## src/rtl/lab_mux_stream.sv

```systemverilog
// lab_mux_stream: N-channel, WIDTH-bit selector with a registered valid/ready output stage.
// Define MUX_SCAN_EN to build the round-robin scan mode (FIXED/SCAN FSM plus pointer).
module lab_mux_stream #(
  parameter int N     = 4,
  parameter int WIDTH = 8,
  parameter int CNTW  = 16,
  localparam int SELW = (N > 1) ? $clog2(N) : 1
) (
  input  logic                 clk,
  input  logic                 reset,
  input  logic [N*WIDTH-1:0]   in_data,
  input  logic [SELW-1:0]      sel,
  input  logic                 scan_en,
  input  logic                 in_valid,
  output logic                 in_ready,
  output logic [WIDTH-1:0]     out_data,
  output logic [SELW-1:0]      out_chan,
  output logic                 out_err,
  output logic                 out_valid,
  input  logic                 out_ready,
  output logic [CNTW-1:0]      xfer_cnt
);

  logic             accept;
  logic             chan_err;
  logic [SELW-1:0]  chan_c;
  logic [WIDTH-1:0] chan_data;

  assign in_ready = !out_valid || out_ready;
  assign accept   = in_valid && in_ready;

`ifdef MUX_SCAN_EN
  // state | meaning
  // FIXED | channel comes from sel
  // SCAN  | channel comes from ptr, which steps once per accepted transfer
  typedef enum logic {FIXED = 1'b0, SCAN = 1'b1} mode_t;

  mode_t           mode_q, mode_d;
  logic            scan_active;
  logic [SELW-1:0] ptr;

  always_ff @(posedge clk) begin
    if (reset) mode_q <= FIXED;
    else       mode_q <= mode_d;
  end

  always_comb begin
    mode_d = mode_q;
    case (mode_q)
      FIXED:   if (scan_en)  mode_d = SCAN;
      SCAN:    if (!scan_en) mode_d = FIXED;
      default: mode_d = FIXED;
    endcase
  end

  always_comb begin
    scan_active = (mode_q == SCAN);
  end

  // The accept on the entry edge still uses FIXED; scanning starts from channel 0 afterwards.
  always_ff @(posedge clk) begin
    if (reset)
      ptr <= '0;
    else if (mode_q == FIXED && mode_d == SCAN)
      ptr <= '0;
    else if (scan_active && accept)
      ptr <= (ptr == SELW'(N - 1)) ? '0 : ptr + 1'b1;
  end

  assign chan_c = scan_active ? ptr : sel;
`else
  logic unused_scan_en;
  assign unused_scan_en = scan_en;
  assign chan_c         = sel;
`endif

  // A select that matches no channel (only possible when N is not a power of two) flags an error.
  always_comb begin
    chan_data = '0;
    chan_err  = 1'b1;
    for (int i = 0; i < N; i++) begin
      if (chan_c == SELW'(i)) begin
        chan_data = in_data[i*WIDTH +: WIDTH];
        chan_err  = 1'b0;
      end
    end
  end

  always_ff @(posedge clk) begin
    if (reset) begin
      out_valid <= 1'b0;
      out_data  <= '0;
      out_chan  <= '0;
      out_err   <= 1'b0;
      xfer_cnt  <= '0;
    end else if (accept) begin
      out_valid <= 1'b1;
      out_data  <= chan_data;
      out_chan  <= chan_c;
      out_err   <= chan_err;
      xfer_cnt  <= xfer_cnt + 1'b1;
    end else if (out_ready) begin
      out_valid <= 1'b0;
    end
  end

endmodule

```

## config.mk

```make
export PLATFORM = sky130hd
export DESIGN_NAME = lab_mux_stream
export DESIGN_NICKNAME = d
export VERILOG_FILES = /design/src/rtl/lab_mux_stream.sv
export SDC_FILE = /design/constraint.sdc
export NUM_CORES = 1
export LEC_CHECK = 0
export ABC_AREA = 0
export ABC_CLOCK_PERIOD_IN_PS = 2100
export CAP_MARGIN = 15
export CORE_MARGIN = 2
export CORE_UTILIZATION = 26
export CTS_CLUSTER_DIAMETER = 100
export DETAILED_ROUTE_END_ITERATION = 12
export SLEW_MARGIN = 20
export SYNTH_ARGS = -nofsm -noshare
export SYNTH_HDL_FRONTEND = slang
export SYNTH_SLANG_ARGS = --single-unit
```

## constraint.sdc

```tcl
create_clock -name clk -period 2.1 [get_ports clk]
set_clock_uncertainty 0.05 [all_clocks]
set_input_delay 0.315 -clock clk [delete_from_list [all_inputs] [get_ports clk]]
set_output_delay 0.315 -clock clk [all_outputs]
set_load 0.02 [all_outputs]
```

==> results of run 1 <==
## how the worst max path moves through the flow
| stage | cells past startpoint | slack [ns] | endpoint | start |
|---|---|---|---|---|
| after floorplan | 5 | 0.37 | xfer_cnt[14]$_SDFFE_PP0P_ | xfer_cnt[0]$_SDFFE_PP0P_ |
| after global placement | 6 | 0.08 | xfer_cnt[9]$_SDFFE_PP0P_ | out_ready |
| after detailed placement | 5 | 0.1 | xfer_cnt[15]$_SDFFE_PP0P_ | out_ready |
| after CTS | 3 | 0.12 | in_ready | out_ready |
| after global routing | 3 | 0.07 | in_ready | out_ready |
| final | 3 | 0.12 | in_ready | out_ready |
## registers in the layout (all words and copies together), names as in the netlist
register	cells
out_err	1
out_valid	1
out_chan	2
xfer_cnt	16
out_data	8
## cells in the mapped netlist
cell,instances,area [um2]
a21oi_1,22,110
and2_0,1,6.26
and2_1,1,6.26
and3_1,1,6.26
and4_1,1,8.76
and4_4,1,11.3
buf_1,2,7.51
buf_2,1,5.00
buf_4,1,7.51
buf_6,1,11.3
clkbuf_1,5,18.8
clkbuf_2,1,5.00
dfxtp_1,28,561
ha_1,1,12.5
inv_1,2,7.51
mux4_2,8,180
nand2_1,27,101
nand2b_1,1,6.26
nand3_1,6,30.0
nand3_4,1,17.5
nand4_1,3,18.8
nor2_1,5,18.8
nor3b_1,1,7.51
o21ai_0,4,20.0
o31ai_1,6,45.0
or3_1,4,25.0
or4_1,6,45.0
xnor2_1,1,8.76
xor2_1,4,35.0
## power by group
part           switching, mW  leakage [nW]  total (mW)  internal, mW
logic                 0.0846         0.480       0.221         0.136
registers             0.0115         0.228       0.561         0.549
clock network          0.161        0.0216       0.289         0.129
total                  0.257         0.730        1.07         0.814
## worst max-delay path, cell delays in order
cell             delay (ns)
clkdlybuf4s50_1        0.45
nand2b_1               0.20
clkdlybuf4s50_1        0.65
## layout make-up
class                   count  area (um2)
fillers                   493        2890
repair buffers             76         736
multi-input cells         105         721
flip-flops and latches     28         561
well taps                  70        87.6
clock buffers               3        41.3
inverters                   2        7.51
## per-layer routing
layer / up-vias / share of wire [%] / GRT usage, % / routed length [um]
li1: 667 / - / - / -
met1: 603 / 41 / 14.9 / 1340
met2: 54 / 46 / 20.5 / 1520
met3: 5 / 11 / 5.29 / 373
met4: 0 / 1.7 / 5.26 / 55
met5: - / 0 / 0 / 0
## metrics by stage
stage               hold WS [ns]  total power, mW  utilization (%)  area, um2  setup slack [ns]
finish                     0.407             1.07             42.7       2150             0.123
floorplan                  0.485            0.673                -       1340             0.372
global placement           0.392            0.796             41.9       2110            0.0818
detailed placement         0.396            0.797             41.9       2110            0.0980
global route               0.423             1.13             42.7       2150            0.0739
CTS                        0.409             1.09             42.7       2150             0.116
## placed cells by master, fill, tap and decap left out, drive strengths merged
master         Yosys  routed
clkdlybuf4s50      0      66
dfxtp             28      28
nand2             27      27
a21oi             22      22
buf                5      10
mux4               8       8
nand3              7       7
o31ai              6       6
or4                6       6
nor2               5       5
o21ai              4       4
or3                4       4
xor2               4       4
nand4              3       3
clkbuf             6       3
inv                2       2
and2               2       2
and4               2       2
nand2b             1       1
and3               1       1
nor3b              1       1
xnor2              1       1
ha                 1       1
## cell families after synthesis
| kind of cell | count (synthesis) |
|---|---|
| buffers and inverters | 13 |
| adders and majority gates | 1 |
| AOI/OAI and AO/OA | 32 |
| and+or+nand+nor | 59 |
| muxes | 8 |
| DFF | 28 |
| xor gates and xnor gates | 5 |
==> results.toml, run 1 <==
[clock_tree]
clockBufferDepth = 2
cts_made_buffers = 3
clk_pin_slew_ns = 0.09
holdBufCountCts = 0
cts_resized = 0
clk_root_buffer_cell = "clkbuf_8"
cts_sinks = 28
clk-insertion-delay-late_ns = 0.27
cts-htree-levels = 1
cts_setup_buffers = 0
clock_tree_from_tritoncts = "done"

[floorplanning]
die-area_mm2 = 0.00576
dieHeight_um = 75.9
initial_core_util_pct = 26.7
chipWidth_um = 75.9
top_level_ports = 68
placeableCoreArea_mm2 = 0.00504
num_rows = 26

[global_route]
globalRouteTotalUtil_pct = 12.7
wire_length_of_the_first_global_routing_pass_um = 5590
grt_start_max_net_pins = 29
residual_overflow_from_global_routing = 0
first_global_vias = 1241
grt_antenna_before_repair = 0

[logic_synthesis]
synth_simple_gate_area_share_pct = 23.0
synth_mux_area_share_pct = 13.4
synthDistinctLibCells = 29
fraction_of_the_mapped_netlist_area_in_compound_gates_pct = 13.0
syn-mean-instance-area_um2 = 9.20
synth-xor-area-share_pct = 3.26
synth_top_family_by_area = "simple AND/OR/NAND/NOR gates"
syn-instance-count = 146
ys_warn_count = 0
synth-seq-area-share_pct = 41.7
post_synth_instance_area_mm2 = 0.00134
ys_seq_elements = 28
synth_nets = 186
post_synth_fa_ha_maj_area_fraction_pct = 0.931

[sta]
setup_viol = 0
finalHoldViolCount = 0
fin_crit_ns = 1.98
timing_max_transition_violations_final = 0
fmax_mhz = 506
worst_slew_margin_rel_pct = 74.1
rsz0062_at_grt = "no"
timing.final.crit_share_pct = 94.1
setup_total_negative_slack_ns = 0
actual_slew_at_the_worst_max_slew_pin_ns = 0.387

[power]
power.density_mw_per_mm2 = 497
p_leak_nw = 0.730
ir_worst_vdd_mv = 0.219

[min_path]
hold_path.startpoint = "out_data[1]$_SDFFE_PP0P_"
hold-path-endpoint = "out_data[1]$_SDFFE_PP0P_"
holdCritPathClass = "reg -> reg"
hold-path-cell-count = 2

[routing]
post_drt_wl_per_cell_um = 11.6
routed_via_density = 4.68
drt_pre_antenna_iters = 4
route.antenna.remaining_nets = 0
num_vias = 1329
finalWirelength_um = 3290
first_iter_violations = 43
drc = 0

[place]
dp.final_hpwl_um = 2580
placedCellCount = 281
final_weighted_congestion_of_routability_driven_global_placement = 0.757
io_buffers = 66

[worst_setup_path]
crit_path_start_kind = "input pin"
regToRegEndpoint = "xfer_cnt[12]$_SDFFE_PP0P_"
register_to_register_setup_slack_ns = 0.41
critical_path_class = "in -> out"
critPathRequiredTime_ns = 1.74
worst_ep_arrival_time_ns = 1.61
crit-reg2reg-launch = "xfer_cnt[0]$_SDFFE_PP0P_"
timing.critical_path.fanout_max = 5
worst_r2r_path_cells = 6
timing.critical_path.to_type = "output port"

[run]
cap_viol_max_count = 0

[layout]
final_cell_count_no_fill = 284
post_route_cells_drive_above_1_share_pct = 10.7
antennaDiodeCount = 0
nNetsFinal = 256
layout-area-overhead-vs-synth_pct = 60.2

[outcome]
result_of_the_run = "finished, final reports clean"
No activity file was read; power rests on OpenSTA's default activity.
==> run 2: changes to the inputs <==
- SKIP_LAST_GASP: unset -> 1
==> results of run 2 <==
The final DEF is identical to that of run 1; final timing and power are the same.
